$ cat config.mk
export PLATFORM = sky130hd
export DESIGN_NAME = router_pkt_fsm
export DESIGN_NICKNAME = d
export VERILOG_FILES = /design/src/rtl/router_pkt_fsm.sv
export SDC_FILE = /design/constraint.sdc
export NUM_CORES = 1
export LEC_CHECK = 0
export ABC_AREA = 1
export BUFFER_PORTS_ARGS = -buffer_cell sky130_fd_sc_hd__buf_2
export CAP_MARGIN = 15
export CORE_MARGIN = 3
export CORE_UTILIZATION = 40
export CTS_BUF_LIST = sky130_fd_sc_hd__clkbuf_4 sky130_fd_sc_hd__clkbuf_8
export CTS_CLUSTER_SIZE = 28
export DETAILED_ROUTE_END_ITERATION = 10
export PLACE_DENSITY = 0.58
export SYNTH_ARGS = -nofsm -noshare
export SYNTH_HDL_FRONTEND = slang
export SYNTH_SLANG_ARGS = --single-unit
$ cat constraint.sdc
create_clock -name clock_i -period 3.35 [get_ports clock_i]
set_clock_uncertainty 0.2 [all_clocks]
set_input_delay 0.1675 -clock clock_i [delete_from_list [all_inputs] [get_ports clock_i]]
set_output_delay 0.1675 -clock clock_i [all_outputs]
set_load 0.005 [all_outputs]
$ cat src/rtl/router_pkt_fsm.sv
// router_pkt_fsm: ingress controller of the 1x3 router.
// Takes a header/payload/parity byte stream from the source, steers it into
// the destination FIFO chosen by the header, raises lfd_state one cycle
// ahead of the header write, back-pressures the source with busy and checks
// the packet's even-XOR parity. Addresses at or above NUM_DEST are dropped
// and flagged as errors.
module router_pkt_fsm #(
  parameter int NUM_DEST = 3
) (
  input  logic                clock_i,
  input  logic                reset_i,
  input  logic                pkt_valid_i,
  input  logic [7:0]          data_in_i,
  input  logic [NUM_DEST-1:0] fifo_full_i,
  input  logic [NUM_DEST-1:0] fifo_empty_i,
  output logic [7:0]          dout_o,
  output logic [NUM_DEST-1:0] write_enb_o,
  output logic                lfd_state_o,
  output logic                busy_o,
  output logic                err_o,
  output logic                parity_done_o
);

  typedef enum logic [2:0] {
    IDLE,
    WAIT_EMPTY,
    LFD,
    HDR_WR,
    DATA,
    CHECK,
    DROP
  } state_t;

  state_t      state_q;
  logic [7:0]  hdrReg_q;
  logic [1:0]  addr_q;
  logic [6:0]  rem_q;
  logic [7:0]  par_q;
  logic        err_q;
  logic        lfd_q;
  logic        hdrWr_q;
  logic        parityDone_q;
  logic        busy_q;

  logic [3:0]  fullPad;
  logic [3:0]  emptyPad;
  logic [3:0]  selPad;
  logic [1:0]  hdrAddr;
  logic        hdrInvalid;
  logic        hdrEmpty;
  logic        destFull;
  logic        destEmpty;
  logic        accept;
  logic        dataWrite;
  logic        hdrWrite;

  // The flag vectors are widened to cover every 2-bit address so an
  // out-of-range header address reads as "not empty / not full" safely.
  always_comb begin
    fullPad    = {{(4 - NUM_DEST){1'b0}}, fifo_full_i};
    emptyPad   = {{(4 - NUM_DEST){1'b0}}, fifo_empty_i};
    hdrAddr    = data_in_i[1:0];
    hdrInvalid = ({1'b0, hdrAddr} >= 3'(NUM_DEST));
    hdrEmpty   = emptyPad[hdrAddr];
    destFull   = fullPad[addr_q];
    destEmpty  = emptyPad[addr_q];
    selPad     = 4'b0001 << addr_q;
  end

  // Busy follows the selected FIFO's full flag live while streaming payload;
  // in every other state it comes from the registered Moore value.
  always_comb begin
    busy_o    = busy_q;
    if (state_q == DATA) begin
      busy_o = destFull;
    end
    accept    = pkt_valid_i & ~busy_o;
    dataWrite = (state_q == DATA) & accept;
    hdrWrite  = hdrWr_q & ~destFull;
  end

  // Shared FIFO bus: idle at zero, carries the header in HDR_WR and the
  // source byte on every accepted payload/parity byte.
  always_comb begin
    dout_o      = 8'h00;
    write_enb_o = '0;
    if (dataWrite) begin
      dout_o      = data_in_i;
      write_enb_o = selPad[NUM_DEST-1:0];
    end else if (hdrWrite) begin
      dout_o      = hdrReg_q;
      write_enb_o = selPad[NUM_DEST-1:0];
    end
  end

  // Packet FSM with header capture, length countdown, running parity and
  // the registered lfd/header-write/parity-done/busy outputs.
  always_ff @(posedge clock_i) begin
    if (reset_i) begin
      state_q      <= IDLE;
      hdrReg_q     <= 8'h00;
      addr_q       <= 2'd0;
      rem_q        <= 7'd0;
      par_q        <= 8'h00;
      err_q        <= 1'b0;
      lfd_q        <= 1'b0;
      hdrWr_q      <= 1'b0;
      parityDone_q <= 1'b0;
      busy_q       <= 1'b0;
    end else begin
      lfd_q        <= 1'b0;
      hdrWr_q      <= 1'b0;
      parityDone_q <= 1'b0;
      case (state_q)
        IDLE: begin
          busy_q <= 1'b0;
          if (accept) begin
            hdrReg_q <= data_in_i;
            addr_q   <= hdrAddr;
            rem_q    <= {1'b0, data_in_i[7:2]} + 7'd1;
            par_q    <= data_in_i;
            if (hdrInvalid) begin
              err_q   <= 1'b1;
              state_q <= DROP;
            end else if (hdrEmpty) begin
              err_q   <= 1'b0;
              lfd_q   <= 1'b1;
              busy_q  <= 1'b1;
              state_q <= LFD;
            end else begin
              err_q   <= 1'b0;
              busy_q  <= 1'b1;
              state_q <= WAIT_EMPTY;
            end
          end
        end
        WAIT_EMPTY: begin
          if (destEmpty) begin
            lfd_q   <= 1'b1;
            state_q <= LFD;
          end
        end
        LFD: begin
          hdrWr_q <= 1'b1;
          state_q <= HDR_WR;
        end
        HDR_WR: begin
          busy_q  <= 1'b0;
          state_q <= DATA;
        end
        DATA: begin
          if (accept) begin
            rem_q <= rem_q - 7'd1;
            if (rem_q == 7'd1) begin
              err_q        <= (par_q != data_in_i);
              parityDone_q <= 1'b1;
              busy_q       <= 1'b1;
              state_q      <= CHECK;
            end else begin
              par_q <= par_q ^ data_in_i;
            end
          end
        end
        CHECK: begin
          busy_q  <= 1'b0;
          state_q <= IDLE;
        end
        DROP: begin
          if (accept) begin
            rem_q <= rem_q - 7'd1;
            if (rem_q == 7'd1) begin
              state_q <= IDLE;
            end
          end
        end
        default: begin
          busy_q  <= 1'b0;
          state_q <= IDLE;
        end
      endcase
    end
  end

  assign lfd_state_o   = lfd_q;
  assign err_o         = err_q;
  assign parity_done_o = parityDone_q;

endmodule
==> key figures <==
Critical path
  – FF-to-FF setup slack: approximately 1200 ps
  – Worst setup SP type: flop
  – CP max stage cell: dfxtp_1
  – Crit path cell chain: nand2_2 -> nor2_8 -> nand4_4 -> nor2_2 -> inv_2 -> a211oi_1 -> buf_2
  – Worst r2r dst: par_q[7]
  – Crit-path max FO: 18
  – RR Startpoint: state_q[2]
  – WS Path Type: reg -> out
  – Reg2reg path depth: 9
  – Critical Path RT: ~3000 ps
  – Critical path's largest stage delay: roughly 460 ps
  – WP data arrival: 2120 ps
  – Crit path capture type: output pin

Timing
  – Crit share post-route: 0.742
  – Worst slew pin tran: ~500 ps
  – Setup violations, final: 0
  – RSZ-0062 raised after global routing: no
  – Final hold viol count: 0
  – Fmax: 0.402 GHz
  – Setup TNS: 0 ps
  – Setup ws final: 864 ps
  – Slew Limit Fails: 0
  – Max transition margin: 0.668
  – Fin crit period: 2490 ps

Floorplan
  – Top-Level Pins: 32
  – Num rows: 26
  – Die area: 6330 µm²
  – Chip Height: 79.6 µm
  – Die width: 79.6 µm
  – Initial Util: 0.418
  – Core area: about 5200 µm²

Yosys
  – EDFF count, synth: 0
  – Largest cells by area after synthesis: dfxtp_1 (29%), nand2_1 (9.9%), nand3_1 (6.9%)
  – Syn Std Cell Area: 2160 µm²
  – Share of flip-flops with an asynchronous set or reset: 0
  – Warnings, synthesis: 0
  – Yosys top cell by area: dfxtp_1
  – Cell variety after synth: 39
  – Area share of the largest cell type after synthesis: 0.287
  – Most used DFF post-synth: dfxtp_1
  – Mapped Cells: 317
  – Syn avg cell area: a little under 7 µm²
  – Syn nets: 337
  – Register bit total from synthesis: 31
  – Sequential fraction of the synthesis area: 0.287

Drt
  – Via count: 2109
  – First drt pass iteration count: 4
  – DRT iter0 DRCs: 110
  – Average wire per standard cell: ~13 µm
  – Detail Route Antenna Nets: 0
  – Post-route DRC violation count: 0
  – Final WL: between 5000 and 6000 µm
  – Drt via density: about 5.1

GRT
  – Largest net degree at the start of global routing: 19
  – Total global routing overflow: 0
  – First-pass GRT wire length: approximately 9500 µm
  – Total GRT Usage: 0.188
  – Initial antenna violation count: 0
  – Number of global-route vias before repair: slightly above 2000

Clocking
  – # hold bufs at CTS: 0
  – CTS resizes: 0
  – Clk Latency, worst-skew pair: about 290 ps
  – Clock sink count: 31
  – Clk buf depth: 2
  – Htree depth: 2
  – TritonCTS Buffers: 5
  – Post-CTS setup buffers: 0
  – Clk slew on worst S/H paths: 70 ps
  – CTS tree: yes
  – Root buf cell: clkbuf_8

Worst hold path
  – Type of the worst min-delay path: in -> reg
  – Hold_sp: data_in_i[7]
  – Hold endpoint: hdrReg_q[7]
  – WHS Path Cells: 3

Final layout
  – P&R area growth vs syn: 12.7%
  – Layout cell share with drive strength beyond 1: 0.219
  – Ant. Diodes: 0
  – Most frequent cells in the layout: nand2_1 (57), inv_1 (34), dfxtp_1 (31), buf_2 (31), nand3_1 (30)
  – Nets: ~370
  – Most common cell after layout, fill and taps aside: nand2_1

Place
  – Final Wtd Congestion: between 0.8 and 0.9
  – Placement Setup Slack: about 1200 ps
  – DP HPWL: around 4200 µm
  – I/O Buffers: 31

Job
  – Max-cap violations: 0

Power
  – LEAKAGE: ~0.0011 µW
  – Power Density: slightly above 800 nW/µm²
  – Max VDD drop: slightly above 300 µV

Run status
  – Outcome: complete, no violations
-- cell usage after synthesis (2+ instances only) --
cell and number:
nand2_1 57, dfxtp_1 31, nor2_2 2, inv_2 4, nor2_1 25, o21a_1 3, nand3_1 30, nor3_1 3
nand4_1 6, o21ai_1 3, inv_1 34, o21ai_0 29, ha_1 3, a21oi_1 27, buf_6 5, o21ai_2 10
xor2_1 4, nand2_4 2, a21oi_2 3, nand2_2 8, o21bai_1 2, xnor2_1 7, clkbuf_1 3
-- per-layer routing --
metal,vias to the layer above,track usage,share of wire
met2,51,0.291,0.43
met4,0,0.0498,0.0099
met1,948,0.260,0.48
met5,-,0,0
li1,1105,-,-
met3,5,0.0451,0.070
-- metrics by stage --
step                      cells  power (µW)   util  hold WS (ps)  cell area [µm²]
final                       417        1980  0.471          46.3             2440
after global routing        417        2180  0.471          72.3             2440
after CTS                   417        2000  0.471          40.6             2440
after detailed placement    409        1650  0.451           264             2330
after global placement      409        1650  0.451           257             2330
after floorplan             317        1460      -           137             2160
-- layout make-up --
| cell class | instances | area, µm² |
|---|---|---|
| well taps | 70 | 87.6 |
| clock inverters | 1 | 7.51 |
| fillers | 552 | 2730 |
| repair buffers | 31 | 155 |
| flip-flops and latches | 31 | 621 |
| inverters | 40 | 151 |
| clock buffers | 7 | 96.3 |
| multi-input cells | 237 | 1320 |
-- cells by family after synthesis --
logic type | count (synthesis) | share of synthesized area
adders and majority gates | 3 | 0.0173
and+or+nand+nor | 142 | 0.326
buffers and inverters | 49 | 0.103
DFF | 31 | 0.287
xor gates and xnor gates | 11 | 0.0445
AOI/OAI and AO/OA | 81 | 0.222
-- worst max-delay path by stage --
stage | start | end | slack, ps | cells past startpoint
after global routing | state_q[2] | write_enb_o[1] | 650 | 7
final | state_q[2] | write_enb_o[1] | 860 | 7
after floorplan | state_q[2] | dout_o[0] | 1620 | 8
after CTS | state_q[2] | write_enb_o[1] | 820 | 7
after detailed placement | state_q[2] | write_enb_o[1] | 1160 | 7
after global placement | state_q[2] | write_enb_o[1] | 1230 | 7
-- flip-flops by register name (all words and copies together), names as in the netlist --
signal and cells:
lfd_state_o 1, par_q 8, hdrReg_q 8, state_q 3, busy_q 1, rem_q 7, hdrWr_q 1, parity_done_o 1
err_o 1
-- critical path, delay by kind of cell (launching register included) --
family,cells,cell delay [ps]
simple gates,4,750
compound gates,1,270
buf+inv,2,350
flops,1,460
-- power by group --
group          internal (µW)  switching (µW)  total, µW
combinational            363             681       1040
sequential               500             103        603
clock                    187             150        337
total                   1050             934       1980
Note: power is estimated with default switching activity, not from simulation.
